File: src/rtl/mul_issue_ctrl.sv
// Request sequencer for the 16x16 multiplier: latches operands, restarts the
// multiplier, waits for done (with timeout) and returns a saturating accumulation.
module mul_issue_ctrl #(
    parameter int ACC_W   = 40,
    parameter int TIMEOUT = 15
) (
    input  logic             clk,
    input  logic             reset,
    input  logic             in_valid,
    output logic             in_ready,
    input  logic [15:0]      in_x,
    input  logic [15:0]      in_y,
    input  logic             in_acc,
    input  logic             acc_clr,
    output logic [15:0]      mul_x,
    output logic [15:0]      mul_y,
    output logic             mul_clr,
    input  logic [31:0]      mul_product,
    input  logic             mul_done,
    output logic             out_valid,
    input  logic             out_ready,
    output logic [ACC_W-1:0] out_data,
    output logic             out_err,
    output logic             busy
);

    typedef struct packed {
        logic [15:0] x;
        logic [15:0] y;
        logic        acc;
    } mul_req_t;

    localparam logic [1:0] S_IDLE  = 2'd0;
    localparam logic [1:0] S_CLEAR = 2'd1;
    localparam logic [1:0] S_WAIT  = 2'd2;
    localparam logic [1:0] S_RESP  = 2'd3;

    localparam logic [7:0] TO_LAST = 8'(TIMEOUT - 1);

    logic [1:0]       state;
    logic [7:0]       tcnt;
    mul_req_t         req;
    logic [ACC_W-1:0] acc;
    logic [ACC_W-1:0] prod_ext;
    logic [ACC_W:0]   sum;
    logic [ACC_W-1:0] result;

    assign in_ready = (state == S_IDLE);
    assign busy     = (state != S_IDLE);
    assign mul_x    = req.x;
    assign mul_y    = req.y;

    // One extra bit of headroom exposes the carry used for saturation.
    assign prod_ext = {{(ACC_W-32){1'b0}}, mul_product};
    assign sum      = {1'b0, acc} + {1'b0, prod_ext};

    always_comb begin
        result = prod_ext;
        if (req.acc)
            result = sum[ACC_W] ? '1 : sum[ACC_W-1:0];
    end

    always_ff @(posedge clk or negedge reset) begin
        if (!reset) begin
            state     <= S_IDLE;
            tcnt      <= '0;
            req       <= '0;
            acc       <= '0;
            mul_clr   <= 1'b1;
            out_valid <= 1'b0;
            out_data  <= '0;
            out_err   <= 1'b0;
        end else begin
            case (state)
                S_IDLE: begin
                    mul_clr <= 1'b0;
                    if (acc_clr)
                        acc <= '0;
                    if (in_valid) begin
                        req.x   <= in_x;
                        req.y   <= in_y;
                        req.acc <= in_acc;
                        // Registered so the restart pulse covers exactly the CLEAR cycle.
                        mul_clr <= 1'b1;
                        state   <= S_CLEAR;
                    end
                end
                S_CLEAR: begin
                    mul_clr <= 1'b0;
                    tcnt    <= '0;
                    state   <= S_WAIT;
                end
                S_WAIT: begin
                    if (mul_done) begin
                        out_data  <= result;
                        out_err   <= 1'b0;
                        out_valid <= 1'b1;
                        acc       <= result;
                        state     <= S_RESP;
                    end else if (tcnt == TO_LAST) begin
                        out_data  <= '0;
                        out_err   <= 1'b1;
                        out_valid <= 1'b1;
                        state     <= S_RESP;
                    end else begin
                        tcnt <= tcnt + 8'd1;
                    end
                end
                default: begin
                    if (out_ready) begin
                        out_valid <= 1'b0;
                        state     <= S_IDLE;
                    end
                end
            endcase
        end
    end

endmodule

File: config.mk
export PLATFORM = sky130hd
export DESIGN_NAME = mul_issue_ctrl
export DESIGN_NICKNAME = d
export VERILOG_FILES = /design/src/rtl/mul_issue_ctrl.sv
export SDC_FILE = /design/constraint.sdc
export NUM_CORES = 1
export LEC_CHECK = 0
export BUFFER_PORTS_ARGS = -buffer_cell sky130_fd_sc_hd__buf_4
export CAP_MARGIN = 25
export CORE_MARGIN = 2
export CORE_UTILIZATION = 45
export CTS_BUF_LIST = sky130_fd_sc_hd__clkbuf_2 sky130_fd_sc_hd__clkbuf_4 sky130_fd_sc_hd__clkbuf_8
export DETAILED_ROUTE_END_ITERATION = 10
export PLACE_DENSITY = 0.67
export SLEW_MARGIN = 40
export SYNTH_ARGS = -nofsm -noshare
export SYNTH_HDL_FRONTEND = slang
export SYNTH_SLANG_ARGS = --single-unit
File: constraint.sdc
create_clock -name clk -period 7.8 [get_ports clk]
set_clock_uncertainty 0.2 [all_clocks]
set_input_delay 1.56 -clock clk [delete_from_list [all_inputs] [get_ports clk]]
set_output_delay 1.56 -clock clk [all_outputs]
set_load 0.02 [all_outputs]
==> flow_metrics.py <==
metrics = {
    "run_status": {
        "outcome": "finished clean",
    },
    "clock_network": {
        "cts_setup_buffers": 0,
        "cts-resized-gates": 0,
        "clk_pin_slew_ns": 0.08,
        "h-tree-depth": 4,
        "cts_buffers": 17,
        "cts_buffer_depth": 2,
        "cts_num_sinks": 126,
        "cts_tree": "built",
        "clock_latency_ns": 0.45,
        "cts_root_buffer": "clkbuf_8",
        "hold_buffers": 0,
    },
    "sta": {
        "drv_slew": 0,
        "slew_headroom_pct": 52.35,
        "setup_viol": 0,
        "worst_pin_slew_ns": 0.7147,
        "rsz0062_at_grt": "no",
        "fin_crit_sh_pct": 55.91,
        "hold_viol_final": 0,
        "layout_min_cycle_time_ns": 4.361,
        "fmax_mhz": 229.3,
        "tns_ns": 0,
    },
    "critical_path": {
        "cp.arrival_ns": 4.49,
        "endpoint_kind": "flop",
        "critPathLaunchType": "input pin",
        "critPathMaxFanout": 15,
        "reg2reg_slack_ns": 4.28,
        "timing.rr.start": "acc[0]$_DFFE_PN0P_",
        "r2r_cells": 11,
        "r2r-end": "out_data[10]$_DFFE_PN0P_",
        "cp.required_ns": 7.93,
        "critical_path_class": "in -> reg",
    },
    "drt": {
        "routedWlPerCell_um": 17.11,
        "vias": 6475,
        "drc_errors": 0,
        "dr.pass1.iters": 5,
        "via_per_inst": 5.745,
        "routed_wirelength_mm": 19.28,
        "drtAntennaViolNets": 0,
        "first_iter_violations": 447,
    },
    "synth": {
        "synthArstFlopShare_pct": 100.0,
        "syn_area_sq_um": 7870,
        "syn-num-nets": 900,
        "yosys_warnings": 0,
        "syn_inst": 791,
        "synth_mux_area_share_pct": 4.722,
        "synthXorXnorAreaFrac_pct": 3.339,
        "ys_ff_latch": 126,
        "yosys.cell_types.count": 79,
        "synth.avg_cell_area_sq_um": 9.949,
        "synth_top_family_by_area": "compound AO/OA/AOI/OAI gates",
        "synth-compound-area-share_pct": 22.70,
        "ys_seq_area_share_pct": 40.08,
        "synth_enable_flop_cells": 0,
        "synthSimpleGateAreaFrac_pct": 16.09,
        "synth-main-ff-cell": "dfrtp_1",
        "synth_adder_area_share_pct": 6.137,
    },
    "placed_design": {
        "globalplace.congestion": 0.8724,
        "dp_hpwl_mm": 13.72,
        "portBuffers": 147,
        "dpl.cell_count": 1095,
    },
    "global_route": {
        "grt_pass1_wl_mm": 31.01,
        "grt_overflow": 0,
        "use_met2_pct": 34.31,
        "busiest_layer": "met2",
        "grt_pass1_vias": 6233,
        "grt_use_met3_pct": 4.325,
        "grtUsageTotal_pct": 21.09,
        "antenna_found_initial": 0,
        "grt_max_degree": 72,
        "globalRouteMet1Util_pct": 28.32,
    },
    "power": {
        "internal_power_uw": 2146,
        "leakage_uw": 0.004308,
        "power_density_nw_per_um2": 410.8,
        "seqPwrFrac_pct": 28.2,
        "p_switching_uw": 1665,
        "switching_share_pct": 43.69,
        "p_clk_share_pct": 15.6,
        "comb_power_share_pct": 56.2,
        "max-vdd-ir-drop_mv": 0.1856,
    },
    "floorplan": {
        "num_io_pins": 148,
        "die_area_sq_um": 18560,
        "dieWidth_um": 136.2,
        "die_h_um": 136.2,
        "rows": 48,
        "core_area_sq_um": 17180,
        "start_util_pct": 45.82,
    },
    "min_path": {
        "min_path_type": "reg -> reg",
        "holdPathStages": 2,
        "hp-start": "out_data[18]$_DFFE_PN0P_",
        "min_to": "out_data[18]$_DFFE_PN0P_",
    },
    "cells_and_area": {
        "regArea_sq_um": 3156,
        "fillers": 1583,
        "fin_cells": 1127,
        "multi_input_area_sq_um": 4175,
        "drive_gt1_share_pct": 30.82,
        "fin_nets": 998,
        "diodes": 0,
        "area_growth_pct": 17.89,
    },
    "run": {
        "maxCapViolations": 0,
    },
}
[Yosys cell counts (11+ instances only)]
cell      count  area (sq um)
clkbuf_1     23         86.33
inv_1        19         71.32
a21o_1       16         120.1
xor2_1       16         140.1
ha_1         37         462.9
buf_4        36         270.3
or2_2        20         125.1
o21ai_0      41         205.2
a32o_1       37         370.4
a21oi_1      47         235.2
xnor2_1      14         122.6
nand2_1      73         274.0
nand3_1      11         55.05
nor2_1       36         135.1
nand3_2      17         170.2
o221ai_1     12         105.1
mux2_2       33         371.6
and3_1       16         100.1
dfrtp_1     125          3128
[state kept, by name, indices dropped and copies added (netlist names)]
name and count:
req 1, out_valid 1, out_err 1, out_data 40, mul_y 16, acc 40, state 2, tcnt 8
mul_x 16, mul_clr 1
[how the worst max path moves through the flow]
| stage | endpoint | startpoint | cells past startpoint | slack (ns) |
|---|---|---|---|---|
| 3_3_place_gp | out_data[10]$_DFFE_PN0P_ | mul_product[0] | 11 | 2.81 |
| 4_1_cts | out_data[10]$_DFFE_PN0P_ | mul_product[0] | 12 | 3.46 |
| 3_5_place_dp | out_data[10]$_DFFE_PN0P_ | mul_product[0] | 12 | 3.00 |
| 5_1_grt | acc[10]$_DFFE_PN0P_ | mul_product[0] | 12 | 3.29 |
| 2_1_floorplan | out_data[11]$_DFFE_PN0P_ | mul_product[0] | 11 | 3.71 |
| 6_report | out_data[10]$_DFFE_PN0P_ | mul_product[0] | 12 | 3.44 |
[power groups by stage]
| stage | clock network [uW] | registers [uW] | logic, uW |
|---|---|---|---|
| 6_report | 595 | 1070 | 2140 |
| 3_5_place_dp | 0 | 1080 | 2140 |
| 3_3_place_gp | 0 | 1080 | 2120 |
| 5_1_grt | 635 | 1110 | 2350 |
| 4_1_cts | 608 | 1080 | 2150 |
| 2_1_floorplan | 0 | 1150 | 1550 |
[routing by layer]
layer / up-vias / routed length, um
li1: 3105 / -
met1: 3146 / 8794
met2: 203 / 9126
met3: 21 / 1115
met4: 0 / 244
met5: - / 0
[cells in the final DEF (no fill, tap or decap), types with 16 or more instances in the layout]
master / n
o21ai_0: 41
xor2_1: 16
ha_1: 37
buf_4: 152
clkbuf_8: 18
inv_1: 19
nor2_1: 36
a21o_1: 16
dfrtp_1: 124
nand2_1: 73
or2_2: 20
a21oi_1: 47
and3_1: 16
nand3_2: 17
mux2_2: 33
a32o_1: 37
[critical path, cell delays in order]
cell      delay, ns
buf_4          0.11
ha_1           0.22
fa_1           0.46
a21o_1         0.25
a221oi_4       0.36
o22ai_4        0.17
nand3_4        0.12
a21oi_4        0.09
o21ai_4        0.49
buf_16         0.23
o211ai_1       0.13
a32o_1         0.31
[layout make-up]
| class | count | share of cell area [%] |
|---|---|---|
| clock inverters | 14 | 1.794 |
| repair buffers | 154 | 12.72 |
| clock buffers | 18 | 2.670 |
| inverters | 19 | 0.7687 |
| well taps | 225 | 3.034 |
| flip-flops and latches | 126 | 34.01 |
| multi-input cells | 571 | 45.00 |
[through the flow]
stage                     setup slack [ns]  power, uW  utilization [%]  area (sq um)  hold slack (ns)
after global placement               2.807       3202            51.41          8831           0.2668
final                                3.439       3812            54.01          9278           0.2811
after detailed placement             2.997       3223            51.60          8864           0.2684
after CTS                            3.459       3830            54.01          9278           0.2848
after global routing                 3.287       4095            54.01          9278           0.3138
after floorplan                      3.707       2709                -          7870           0.2526
[kinds of logic (layout without fill, tap and decap cells)]
group	after synthesis	after routing
compound gates	241	241
simple gates	229	229
flops	126	126
buf+inv	94	205
fa+ha+maj	38	38
mux	33	33
xor+xnor	30	30
Note: power is estimated with default switching activity, not from simulation.
